<file path="src/rtl/mips_uart_pkg.sv">
// Shared encodings for the mips memory-mapped UART transmitter: FSM states,
// register offsets and STATUS bit positions.
package mips_uart_pkg;

  typedef enum logic [1:0] {
    StIdle  = 2'd0,
    StStart = 2'd1,
    StData  = 2'd2,
    StStop  = 2'd3
  } tx_state_e;

  localparam logic [31:0] TxdataOfs = 32'd0;
  localparam logic [31:0] StatusOfs = 32'd4;

  localparam int unsigned StFullBit  = 0;
  localparam int unsigned StEmptyBit = 1;
  localparam int unsigned StBusyBit  = 2;
  localparam int unsigned StOvfBit   = 3;
  localparam int unsigned StCountLsb = 4;
  localparam int unsigned StCountW   = 5;

endpackage

</file>
<file path="src/rtl/mips_sync_fifo.sv">
// Single-clock FIFO with occupancy count. Callers must not push when full
// or pop when empty; pointers wrap naturally since DEPTH is a power of two.
module mips_sync_fifo #(
  parameter int unsigned WIDTH = 8,
  parameter int unsigned DEPTH = 8,
  localparam int unsigned AW   = $clog2(DEPTH),
  localparam int unsigned CW   = AW + 1
) (
  input  logic             CLK,
  input  logic             reset,
  input  logic             push_i,
  input  logic [WIDTH-1:0] wdata_i,
  input  logic             pop_i,
  output logic [WIDTH-1:0] rdata_o,
  output logic             full_o,
  output logic             empty_o,
  output logic [CW-1:0]    count_o
);

  logic [WIDTH-1:0] mem_q [DEPTH];
  logic [AW-1:0]    wr_ptr_q, rd_ptr_q;
  logic [CW-1:0]    count_q;

  always_ff @(posedge CLK or negedge reset) begin
    if (!reset) begin
      wr_ptr_q <= '0;
      rd_ptr_q <= '0;
      count_q  <= '0;
    end else begin
      if (push_i) wr_ptr_q <= wr_ptr_q + AW'(1);
      if (pop_i)  rd_ptr_q <= rd_ptr_q + AW'(1);
      unique case ({push_i, pop_i})
        2'b10:   count_q <= count_q + CW'(1);
        2'b01:   count_q <= count_q - CW'(1);
        default: count_q <= count_q;
      endcase
    end
  end

  // Storage needs no reset; contents are only visible through count.
  always_ff @(posedge CLK) begin
    if (push_i) mem_q[wr_ptr_q] <= wdata_i;
  end

  assign rdata_o = mem_q[rd_ptr_q];
  assign full_o  = (count_q == CW'(DEPTH));
  assign empty_o = (count_q == '0);
  assign count_o = count_q;

endmodule

</file>
<file path="src/rtl/mips_uart_tx.sv">
// Memory-mapped 8N1 UART transmitter: TXDATA pushes into a FIFO, a frame FSM
// drains it onto txd, STATUS reports FIFO/FSM state and a sticky overflow.
module mips_uart_tx
  import mips_uart_pkg::*;
#(
  parameter int unsigned CLKS_PER_BIT = 16,
  parameter int unsigned FIFO_DEPTH   = 8,
  parameter logic [31:0] BASE_ADDR    = 32'hFFFF0000
) (
  input  logic        CLK,
  input  logic        reset,
  input  logic        mem_we,
  input  logic        mem_re,
  input  logic [31:0] addr,
  input  logic [31:0] wdata,
  output logic [31:0] rdata,
  output logic        txd,
  output logic        tx_irq
);

  localparam int unsigned CntW  = $clog2(FIFO_DEPTH) + 1;
  localparam int unsigned BaudW = $clog2(CLKS_PER_BIT);

  tx_state_e        state_q, state_d;
  logic [BaudW-1:0] baud_q, baud_d;
  logic [2:0]       bit_idx_q, bit_idx_d;
  logic [7:0]       shift_q, shift_d;
  logic             txd_q, txd_d;
  logic             ovf_q, ovf_d;

  logic            fifo_push, fifo_pop, fifo_full, fifo_empty;
  logic [7:0]      fifo_rdata;
  logic [CntW-1:0] fifo_count;
  logic            hit_data, hit_status, bit_end;
  logic [31:0]     status_word;
  logic            unused_wdata;

  assign unused_wdata = ^wdata[31:8];

  assign hit_data   = (addr == BASE_ADDR + TxdataOfs);
  assign hit_status = (addr == BASE_ADDR + StatusOfs);
  // Fullness is judged before any same-cycle pop, so a full FIFO always drops.
  assign fifo_push  = mem_we && hit_data && !fifo_full;

  mips_sync_fifo #(
    .WIDTH(8),
    .DEPTH(FIFO_DEPTH)
  ) u_fifo (
    .CLK    (CLK),
    .reset  (reset),
    .push_i (fifo_push),
    .wdata_i(wdata[7:0]),
    .pop_i  (fifo_pop),
    .rdata_o(fifo_rdata),
    .full_o (fifo_full),
    .empty_o(fifo_empty),
    .count_o(fifo_count)
  );

  assign bit_end = (baud_q == BaudW'(CLKS_PER_BIT - 1));

  always_comb begin
    state_d   = state_q;
    baud_d    = baud_q;
    bit_idx_d = bit_idx_q;
    shift_d   = shift_q;
    fifo_pop  = 1'b0;
    unique case (state_q)
      StIdle: begin
        baud_d = '0;
        if (!fifo_empty) begin
          fifo_pop = 1'b1;
          shift_d  = fifo_rdata;
          state_d  = StStart;
        end
      end
      StStart: begin
        if (bit_end) begin
          baud_d    = '0;
          bit_idx_d = '0;
          state_d   = StData;
        end else begin
          baud_d = baud_q + BaudW'(1);
        end
      end
      StData: begin
        if (bit_end) begin
          baud_d    = '0;
          shift_d   = shift_q >> 1;
          bit_idx_d = bit_idx_q + 3'd1;
          if (bit_idx_q == 3'd7) state_d = StStop;
        end else begin
          baud_d = baud_q + BaudW'(1);
        end
      end
      StStop: begin
        if (bit_end) begin
          baud_d = '0;
          // Chain straight into the next start bit when more data is queued.
          if (!fifo_empty) begin
            fifo_pop = 1'b1;
            shift_d  = fifo_rdata;
            state_d  = StStart;
          end else begin
            state_d = StIdle;
          end
        end else begin
          baud_d = baud_q + BaudW'(1);
        end
      end
      default: state_d = StIdle;
    endcase
  end

  always_comb begin
    txd_d = 1'b1;
    if (state_d == StStart)     txd_d = 1'b0;
    else if (state_d == StData) txd_d = shift_d[0];
  end

  always_comb begin
    ovf_d = ovf_q;
    if (mem_we && hit_status)                 ovf_d = 1'b0;
    else if (mem_we && hit_data && fifo_full) ovf_d = 1'b1;
  end

  always_ff @(posedge CLK or negedge reset) begin
    if (!reset) begin
      state_q   <= StIdle;
      baud_q    <= '0;
      bit_idx_q <= '0;
      shift_q   <= '0;
      txd_q     <= 1'b1;
      ovf_q     <= 1'b0;
    end else begin
      state_q   <= state_d;
      baud_q    <= baud_d;
      bit_idx_q <= bit_idx_d;
      shift_q   <= shift_d;
      txd_q     <= txd_d;
      ovf_q     <= ovf_d;
    end
  end

  always_comb begin
    status_word                            = '0;
    status_word[StFullBit]                 = fifo_full;
    status_word[StEmptyBit]                = fifo_empty;
    status_word[StBusyBit]                 = (state_q != StIdle);
    status_word[StOvfBit]                  = ovf_q;
    status_word[StCountLsb +: StCountW]    = StCountW'(fifo_count);
  end

  assign rdata  = (mem_re && hit_status) ? status_word : 32'd0;
  assign txd    = txd_q;
  assign tx_irq = fifo_empty && (state_q == StIdle);

endmodule

</file>
<file path="config.mk">
export PLATFORM = sky130hd
export DESIGN_NAME = mips_uart_tx
export DESIGN_NICKNAME = d
export VERILOG_FILES = /design/src/rtl/mips_uart_pkg.sv /design/src/rtl/mips_sync_fifo.sv /design/src/rtl/mips_uart_tx.sv
export SDC_FILE = /design/constraint.sdc
export NUM_CORES = 1
export LEC_CHECK = 0
export ABC_AREA = 1
export BUFFER_PORTS_ARGS = -buffer_cell sky130_fd_sc_hd__buf_2
export CAP_MARGIN = 15
export CORE_MARGIN = 2
export CORE_UTILIZATION = 57
export CTS_BUF_LIST = sky130_fd_sc_hd__clkbuf_8
export CTS_CLUSTER_SIZE = 12
export DETAILED_ROUTE_END_ITERATION = 16
export GPL_ROUTABILITY_DRIVEN = 0
export HOLD_SLACK_MARGIN = 0.06
export MAX_ROUTING_LAYER = met4
export PLACE_DENSITY = 0.95
export SLEW_MARGIN = 0
export SYNTH_ARGS = -nofsm -noshare
export SYNTH_HDL_FRONTEND = slang
export SYNTH_SLANG_ARGS = --single-unit
</file>
<file path="constraint.sdc">
create_clock -name CLK -period 2.7 [get_ports CLK]
set_input_delay 0.135 -clock CLK [delete_from_list [all_inputs] [get_ports CLK]]
set_output_delay 0.135 -clock CLK [all_outputs]
set_load 0.005 [all_outputs]
</file>
# Word level (Yosys, flattened, before mapping)
# Memory sizes are Yosys's and may differ from the RTL's.
# Cells that the tools add are included.
[classes]
addsub = 6
eq_ne = 15
n_mux = 27
n_reduce_logical = 17
[op_table]
columns = ["op", "count"]
rows = [
  ["32-bit equality test (second input constant)", 2],
  ["8-bit 2-to-1 mux", 4],
  ["8-bit case mux with 3 select lines", 1],
  ["4-bit case mux with 2 select lines", 2],
  ["2-bit 2-to-1 mux", 5],
  ["3-bit by 1-bit adder with 3-bit output (second input constant)", 3],
  ["1-bit 2-to-1 mux", 9],
  ["4-bit by 1-bit adder with 4-bit output (second input constant)", 2],
  ["2-bit equality test (second input constant)", 4],
  ["4-bit equality test (second input constant)", 2],
  ["2-bit case mux with 4 select lines", 1],
  ["2-bit nonzero test", 4],
  ["2-bit by 1-bit equality test with 1-bit output (second input constant)", 3],
  ["1-bit logical AND", 6],
  ["3-bit 2-to-1 mux", 2],
  ["2-bit inequality test (second input constant)", 3],
  ["3-bit case mux with 2 select lines", 1],
  ["3-bit AND reduction", 2],
  ["4-bit zero test", 1],
  ["4-bit 2-to-1 mux", 1],
  ["4-bit by 1-bit subtractor with 4-bit output (second input constant)", 1],
  ["3-bit equality test (second input constant)", 1],
  ["3-bit nonzero test", 1],
  ["3-bit OR reduction", 1],
  ["other kinds (3)", 3],
]
[totals]
reg_bits = 29
ram_bits = 64
input_bits = 68
output_inout_bits = 34
word_cells = 76
memories = 1
[memory_table]
columns = ["memory", "words", "word_bits", "read_ports", "rd_ports_with_merged_regs", "wr", "line_no", "rtl"]
rows = [
  ["u_fifo.mem_q", 8, 8, 1, 0, 1, "mips_sync_fifo.sv:20", "logic [WIDTH-1:0] mem_q [DEPTH];"],
]

# Depth between registers and ports, before layout
# Gate-level depths: netlist (run 1).
[depth]
depth_word = 7
ltp_mapped = 13
mapped_depth_nobuf = 13

# By module
# From an unflattened synthesis (run 1), not the netlist that was laid out.
[hier_totals]
cells_unflattened = 477
hier_area_um2 = 4604.4
[modules_own_cells]
columns = ["module", "instances", "cells_per_inst", "area_per_inst_um2", "seq_area_each_um2"]
rows = [
  ["mips_sync_fifo", 1, 256, 3039.2, 2172.1],
  ["mips_uart_tx", 1, 221, 1565.3, 476.7],
]

# Worst setup path after synthesis (run 1)
# No wires, ideal clock.
[synth_path]
path_type = "register to register"
start = "register baud_q[0]"
end = "register u_fifo.count_q[3], in the netlist u_fifo.count_o[3]"
setup_time_ns = 0.129
t_arrival_ns = 1.961
required_time_ns = 2.571
slack_ns = 0.610
stages_incl_launch_ff = 12
n_path_buf = 0
synth_period_minus_slack_ns = 2.090
cell_sequence = "dfrtp_1 ha_1 nand3_2 nor2_2 nand2_2 a21oi_4 ha_1 xor2_1 nand2_1 o21ai_0 nand3_1 xor2_1"
[synth_via]
elab_chain_cells = 5
elab_cells_between_ends = 7
cone_classes = "eq/ne (3); mux (3); reduce/logical (1)"
[synth_lines]
columns = ["item", "line_no", "rtl"]
rows = [
  ["from (decl)", "mips_uart_tx.sv:25", "logic [BaudW-1:0] baud_q, baud_d;"],
  ["from (signal assigned)", "mips_uart_tx.sv:137", "baud_q <= baud_d;"],
  ["4-bit equality test (*)", "mips_uart_tx.sv:60", "assign bit_end = (baud_q == BaudW'(CLKS_PER_BIT - 1));"],
  ["1-bit 2-to-1 mux (*)", "mips_uart_tx.sv:97", "if (bit_end) begin"],
  ["1-bit case mux with 2 select lines (*)", "mips_uart_tx.sv:68", "unique case (state_q)"],
  ["net fifo_pop", "mips_uart_tx.sv:31", "logic fifo_push, fifo_pop, fifo_full, fifo_empty;"],
  ["2-bit by 1-bit equality test with 1-bit output / 2-bit equality test (equally long branches)", "mips_sync_fifo.sv:32", "unique case ({push_i, pop_i})"],
  ["4-bit case mux with 2 select lines / 2-bit nonzero test (equally long branches)", "-", ""],
  ["to (signal assigned)", "mips_sync_fifo.sv:33", "2'b10: count_q <= count_q + CW'(1);"],
  ["to (signal assigned)", "mips_sync_fifo.sv:34", "2'b01: count_q <= count_q - CW'(1);"],
  ["to (signal assigned)", "mips_sync_fifo.sv:35", "default: count_q <= count_q;"],
  ["to (decl)", "mips_sync_fifo.sv:22", "logic [CW-1:0] count_q;"],
]
# The timed path passes the listed nets; every way through them passes the cells marked *.
# A chain may end at the register's enable or synchronous reset.

# Final worst setup path (run 1)
# Same ends and word-level chain as after synthesis.

==> metrics.yaml, run 1 <==
run_status: "finished, final reports clean"
vias_per_cell: 5.66
grt_antenna_before_repair: 0
root_buffer: "sky130_fd_sc_hd__clkbuf_8"
synth_top_cells_by_area: "sky130_fd_sc_hd__edfxtp_1, sky130_fd_sc_hd__dfrtp_1, sky130_fd_sc_hd__nand2_1"
yosys.area_share.simple_pct: 22.5
synthToLayoutAreaGrowth_pct: 13.3
post_synth_inst_count: 498
numPortBuffers: 53
max_cap_viols: 0
worst-endpoint-arrival_ps: 2730
vias: 3852
cts_tree: "yes"
critical_path_peak_fanout: 8
startpoint_type: "register"
post-cts-setup-buffers: 0
grt_start_max_net_pins: 35
initial_core_util_pct: 58.1
first_iter_violations: 429
critical_path.endpoint_type: "register"
grt_pass1_vias: 3714
core-area_um2: 8130
preCtsSetupSlack_ps: 226
timing.final.max_slew_violations: 0
cellPowerDensity_nw_per_um2: 474
dominantRegCellSynth: "sky130_fd_sc_hd__edfxtp_1"
dieArea_um2: 9040
yosysTopAreaCellShare_pct: 40.7
worst_setup_hold_path_clk_slew_ps: 100
holdCritPathClass: "input port to register"
grt_first_pass_wirelength_mm: 17.1
setup_repair_after_global_routing_missed_its_margin: "false"
avgSynthCellArea_um2: 9.49
synth-warning-count: 0
ys_types: 37
drc_errors_left: 0
post-route-util_pct: 65.9
shortest_clock_period_the_worst_path_allows_after_layout_ps: 2480
synth_edf_count: 64
clock_skew_ps: 16.5
cts-buffers-inserted: 9
placementRows: 33
die_span_in_y_um: 95.1
cp_data_required_time_ps: 2950
nNetsFinal: 651
floorplan.io_pins: 102
total_power_mw: 2.54
clkSinkCount: 93
synthesized_area_fraction_occupied_by_xor_and_xnor_cells_pct: 1.67
share_of_cells_above_drive_strength_1_pct: 17.7
report.final.setup_viol: 0
clk_path_buf_depth: 2
n_antenna_cell: 0
synth.cell_area_um2: 4730
layout_commonest_cell: "sky130_fd_sc_hd__nand2_1"
firstDrtPassIters: 5
timing.setup.critical_path_class: "register to register"
h-tree-depth: 3
synth_compound_gate_area_share_pct: 7.86
post_synth_fa_ha_maj_area_fraction_pct: 3.44
clkLatencyLatePin_ps: 370
worstMarginPinSlew_ps: 650
globalRouteOverflowTotal: 0
yosysSeqAreaShare_pct: 56.0
power_leakage_nw: 2.29
overall_fraction_of_global_route_tracks_in_use_pct: 25.8
wl_per_cell_um: 15.8
setup-tns-final_ps: 0
synth_async_sr_flop_share_pct: 31.2
max-slew-margin-rel_pct: 56.7
fin_ws_ps: 221
post-synth-top-area-cell: "sky130_fd_sc_hd__edfxtp_1"
detailedPlacementHpwl_mm: 6.94
ir_drop_mv: 0.386
fin_crit_sh_pct: 91.8
hold_viol: 0
combinational_family_with_the_most_area_after_synthesis: "simple AND/OR/NAND/NOR gates"
synth_seq_cells: 93
detail_route.wirelength_mm: 10.7
commonest_cells_after_routing_fill_and_taps_aside: "sky130_fd_sc_hd__nand2_1, sky130_fd_sc_hd__nor2_1, sky130_fd_sc_hd__edfxtp_1"
clock.fmax_mhz: 403
ant_nets: 0
post_synth_mux_area_share_pct: 0
floorplan.die.width_um: 95.1
-- cell usage after synthesis, types with 3 or more instances --
library cell and number:
sky130_fd_sc_hd__nor2_2 3, sky130_fd_sc_hd__buf_2 10, sky130_fd_sc_hd__xor2_1 6, sky130_fd_sc_hd__nor3_2 3
sky130_fd_sc_hd__o21ai_1 21, sky130_fd_sc_hd__nor3_1 3, sky130_fd_sc_hd__a31oi_1 5, sky130_fd_sc_hd__nand2_1 100
sky130_fd_sc_hd__nor2_1 77, sky130_fd_sc_hd__inv_1 40, sky130_fd_sc_hd__edfxtp_1 64, sky130_fd_sc_hd__buf_4 25
sky130_fd_sc_hd__nand3_1 30, sky130_fd_sc_hd__ha_1 13, sky130_fd_sc_hd__xnor2_1 3, sky130_fd_sc_hd__a21oi_1 3
sky130_fd_sc_hd__nand4_1 8, sky130_fd_sc_hd__o21ai_0 30, sky130_fd_sc_hd__dfrtp_1 28
-- path summary, 6_finish.rpt --
kind / cells past startpoint / from / slack (ps) / end
setup / recovery: 11 / baud_q[0]$_DFF_PN0_ / 220 / u_fifo.count_o[3]$_DFFE_PN0P_
hold / removal: 3 / mem_we / 110 / ovf_q$_DFFE_PN0P_
setup reg to reg: 11 / baud_q[0]$_DFF_PN0_ / 220 / u_fifo.count_o[3]$_DFFE_PN0P_
hold reg to reg: 1 / baud_q[0]$_DFF_PN0_ / 470 / baud_q[0]$_DFF_PN0_
max in group asynchronous: 2 / reset / 1940 / state_q[1]$_DFF_PN0_
min in group asynchronous: 2 / reset / 310 / baud_q[3]$_DFF_PN0_
-- where the power goes --
group / internal (mW) / switching, mW
sequential: 1.52 / 0.00000000162
clock: 0.431 / 0.498
combinational: 0.0362 / 0.0526
-- layout make-up --
type,instances,area (um2)
fillers,509,2780
flip-flops and latches,93,2650
multi-input cells,350,1780
repair buffers,73,438
inverters,43,161
well taps,105,131
clock buffers,9,124
clock inverters,7,72.6
-- critical path, stage by stage (launching register included) --
cell and delay, ps:
sky130_fd_sc_hd__dfrtp_1 380, sky130_fd_sc_hd__ha_1 260, sky130_fd_sc_hd__nand3_4 160, sky130_fd_sc_hd__nor2_4 140
sky130_fd_sc_hd__nand2_2 120, sky130_fd_sc_hd__a21oi_4 250, sky130_fd_sc_hd__ha_2 270, sky130_fd_sc_hd__xor2_1 220
sky130_fd_sc_hd__nand2_1 100, sky130_fd_sc_hd__o21ai_0 190, sky130_fd_sc_hd__nand3_1 110, sky130_fd_sc_hd__xor2_1 150
-- routing by layer --
metal / part of all wire (%) / track usage (%) / vias to the layer above
met5: 0 / - / -
li1: - / - / 1761
met1: 35 / 28.6 / 1773
met3: 8.7 / 3.79 / 45
met2: 52 / 44.4 / 273
met4: 3.9 / 14.6 / 0
-- what timing repair did --
| item | CTS | global route |
|---|---|---|
| endpoints found under the setup margin | 0 | 2 |
| endpoints found under the hold margin | 91 | 0 |
| hold buffers | 9 | 0 |
| gates resized for setup | 0 | 4 |
-- per-stage QoR --
| step | cells | hold WS, ps | instance area, um2 |
|---|---|---|---|
| 4_1_cts | 680 | 108 | 5340 |
| 3_5_place_dp | 655 | 192 | 5050 |
| 2_1_floorplan | 521 | -161 | 4810 |
| 3_3_place_gp | 655 | 184 | 5050 |
| 6_report | 680 | 107 | 5360 |
| 5_1_grt | 680 | 120 | 5360 |
-- sequential cells by signal, indices dropped and copies added, names as in the netlist --
| register | cells |
|---|---|
| baud_q | 4 |
| bit_idx_q | 3 |
| ovf_q | 1 |
| shift_q | 8 |
| state_q | 2 |
| txd | 1 |
| u_fifo.count_o | 4 |
| u_fifo.mem_q | 64 |
| u_fifo.rd_ptr_q | 3 |
| u_fifo.wr_ptr_q | 3 |
-- cell families (layout without fill, tap and decap cells) --
kind of cell / Yosys count / after routing
and+or+nand+nor: 237 / 237
DFF: 93 / 93
buffers and inverters: 78 / 132
AOI/OAI and AO/OA: 67 / 67
adders and majority gates: 13 / 13
xor gates and xnor gates: 9 / 9
other: 1 / 24
Note: power is estimated with default switching activity, not from simulation.
==> run 2, diff against run 1 <==
--- a/config.mk
+++ b/config.mk
@@ -16,7 +16,8 @@
 export GPL_ROUTABILITY_DRIVEN = 0
 export HOLD_SLACK_MARGIN = 0.06
 export MAX_ROUTING_LAYER = met4
-export PLACE_DENSITY = 0.95
+export PLACE_DENSITY_LB_ADDON = 0.25
+export REMOVE_ABC_BUFFERS = 1
 export SLEW_MARGIN = 0
 export SYNTH_ARGS = -nofsm -noshare
 export SYNTH_HDL_FRONTEND = slang
==> run 2 against run 1 <==
Count of clock-buffer cells in the layout stayed put. Register-to-register slack improved by 120 ps. First-iteration DRC count down 41%. Via count shrank 6.2%. Wire length down 16%. Design area shrank 0.19%. Non-clock buffer count shrank 1. Hold slack improved by 3.7 ps. Sequential cell count is the same. Worst setup slack improved by 120 ps. Sequential share of layout area is 0.069 points higher. Critical path type unchanged. Utilization shrank 0.12 points.
==> metrics.yaml, run 2 (synthesis gave the netlist of run 1 again) <==
grt_pass1_vias: 3375
preCtsSetupSlack_ps: 350
startpoint_type: "register"
rr_startpoint: "baud_q[0]$_DFF_PN0_"
cts-buffers-inserted: 9
vias: 3613
detail_route.wirelength_mm: 9.03
grt_antenna_before_repair: 0
clk_path_buf_depth: 2
ant_nets: 0
reg2reg_to: "u_fifo.count_o[3]$_DFFE_PN0P_"
wl_per_cell_um: 13.3
seqPwrFrac_pct: 59.0
placementRows: 33
drt-met1-wl_mm: 3.87
clkLatencyLatePin_ps: 360
clock.fmax_mhz: 424
timing.hold.ws_ps: 110
clkSinkCount: 93
worstMarginPinSlew_ps: 670
shortest_clock_period_the_worst_path_allows_after_layout_ps: 2360
report.final.setup_viol: 0
floorplan.die.width_um: 95.1
numPortBuffers: 53
drc_errors_left: 0
initial_core_util_pct: 58.1
core-area_um2: 8130
critical-path-slowest-cell: "sky130_fd_sc_hd__dfrtp_1"
grt_first_pass_wirelength_mm: 14.8
cellPowerDensity_nw_per_um2: 483
dieArea_um2: 9040
hold_viol: 0
met2_length_mm: 4.49
netSwitchingPower_mw: 0.572
detailedPlacementHpwl_mm: 6.04
whs_endpoint: "u_fifo.wr_ptr_q[2]$_DFFE_PN0P_"
h-tree-depth: 3
floorplan.io_pins: 102
timing.critical_path.slowest_cell_delay_ps: 380
overall_fraction_of_global_route_tracks_in_use_pct: 22.3
crit_path_cell_trace: "ha_1, nand3_2, nor2_2, nand2_2, a21oi_4, ha_1, xor2_1, nand2_1, o21ai_0, nand3_1, xor2_1"
timing.setup.critical_path_class: "register to register"
max-slew-margin-rel_pct: 55.3
power.internal_mw: 2.01
share_of_cells_above_drive_strength_1_pct: 17.4
power_frac_clock_pct: 37.6
globalRouteOverflowTotal: 0
swShare_pct: 22.1
largest_reg_flops: 64
worst-r2r-cell-count: 11
count_of_buffering_cells_on_the_critical_path_with_inverters_included: 0
fin_ws_ps: 340
comb_power_share_pct: 3.4
power_leakage_nw: 2.28
hp-start: "mem_we"
setup-tns-final_ps: 0
grt_start_max_net_pins: 35
timing.final.max_slew_violations: 0
timing.hold.worst_path_depth: 3
ir_drop_mv: 0.236
firstDrtPassIters: 5
cts_tree: "yes"
max_cap_viols: 0
regMostFlops: "u_fifo.mem_q"
clock_skew_ps: 13.0
run_status: "finished, final reports clean"
vias_per_cell: 5.32
post-route-util_pct: 65.7
reg2reg_setup_slack_ps: 340
final.fill_count: 610
top_layer_used: "met4"
critical_path_peak_fanout: 8
root_buffer: "sky130_fd_sc_hd__clkbuf_8"
post-cts-setup-buffers: 0
total_power_mw: 2.58
worst_setup_hold_path_clk_slew_ps: 90
fin_crit_sh_pct: 87.4
n_antenna_cell: 0
die_span_in_y_um: 95.1
cp_data_required_time_ps: 2950
critical_path.endpoint_type: "register"
holdCritPathClass: "input port to register"
routed_wire_length_on_met3_um: 501
setup_repair_after_global_routing_missed_its_margin: "false"
commonest_cells_after_routing_fill_and_taps_aside: "sky130_fd_sc_hd__nand2_1, sky130_fd_sc_hd__nor2_1, sky130_fd_sc_hd__edfxtp_1"
nNetsFinal: 650
worst-endpoint-arrival_ps: 2610
layout_commonest_cell: "sky130_fd_sc_hd__nand2_1"
largest_delay_contributor_family_on_the_critical_path: "simple AND/OR/NAND/NOR gates"
synthToLayoutAreaGrowth_pct: 13.1
first_iter_violations: 255
top_regs: "u_fifo.mem_q x64, shift_q x8"
[run 2: changes by cell type in the layout (fill, tap and decap cells not counted), sizes merged]
cell,change
clkinv,-2
inv,+2
buf,-1
[run 2: per-layer routing]
| layer | vias up | global-route usage [%] |
|---|---|---|
| met5 | - | - |
| met4 | 0 | 10.1 |
| met3 | 15 | 3.24 |
| met2 | 138 | 37.4 |
| met1 | 1698 | 26.8 |
| li1 | 1762 | - |
[run 2: final cells by class]
class	instances	area (um2)	area share (%)
multi-input combinational	350	1770	33.0
clock inverter	7	86.3	1.61
timing repair buffer	72	430	8.05
sequential	93	2650	49.5
tap	105	131	2.46
inverter	43	161	3.02
clock buffer	9	124	2.32
[run 2: what timing repair did]
action,4_1_cts,5_1_grt
resized for setup,0,0
hold buffers,9,0
endpoints found under the hold margin,92,0
[run 2: worst max path at each step]
| stage | to | cells after the start | slack [ps] | start |
|---|---|---|---|---|
| 2_1_floorplan | u_fifo.count_o[3]$_DFFE_PN0P_ | 11 | 610 | baud_q[0]$_DFF_PN0_ |
| 3_3_place_gp | u_fifo.count_o[3]$_DFFE_PN0P_ | 11 | 420 | baud_q[0]$_DFF_PN0_ |
| 3_5_place_dp | u_fifo.count_o[2]$_DFFE_PN0P_ | 11 | 350 | baud_q[0]$_DFF_PN0_ |
| 4_1_cts | u_fifo.count_o[3]$_DFFE_PN0P_ | 11 | 330 | baud_q[0]$_DFF_PN0_ |
| 5_1_grt | u_fifo.count_o[3]$_DFFE_PN0P_ | 11 | 130 | baud_q[0]$_DFF_PN0_ |
| 6_report | u_fifo.count_o[3]$_DFFE_PN0P_ | 11 | 340 | baud_q[0]$_DFF_PN0_ |
[run 2: power by group through the flow]
| stage | clock network, mW | registers (mW) | logic, mW |
|---|---|---|---|
| floorplan | 0 | 1.56 | 0.0182 |
| global placement | 0 | 1.56 | 0.0730 |
| detailed placement | 0 | 1.56 | 0.0769 |
| CTS | 0.972 | 1.52 | 0.0868 |
| global route | 1.04 | 1.52 | 0.102 |
| finish | 0.972 | 1.52 | 0.0870 |
[run 2: tightest hold or removal path: cells and delay by family]
| kind | cells | cell delay [ps] |
|---|---|---|
| buffers and inverters | 1 | 150 |
| AND/OR/NAND/NOR | 2 | 150 |
[run 2: metrics by stage]
stage	cell area, um2	cells
final	5350	679
after global routing	5350	679
after CTS	5350	679
after detailed placement	5050	654
after global placement	5050	654
after floorplan	4580	486
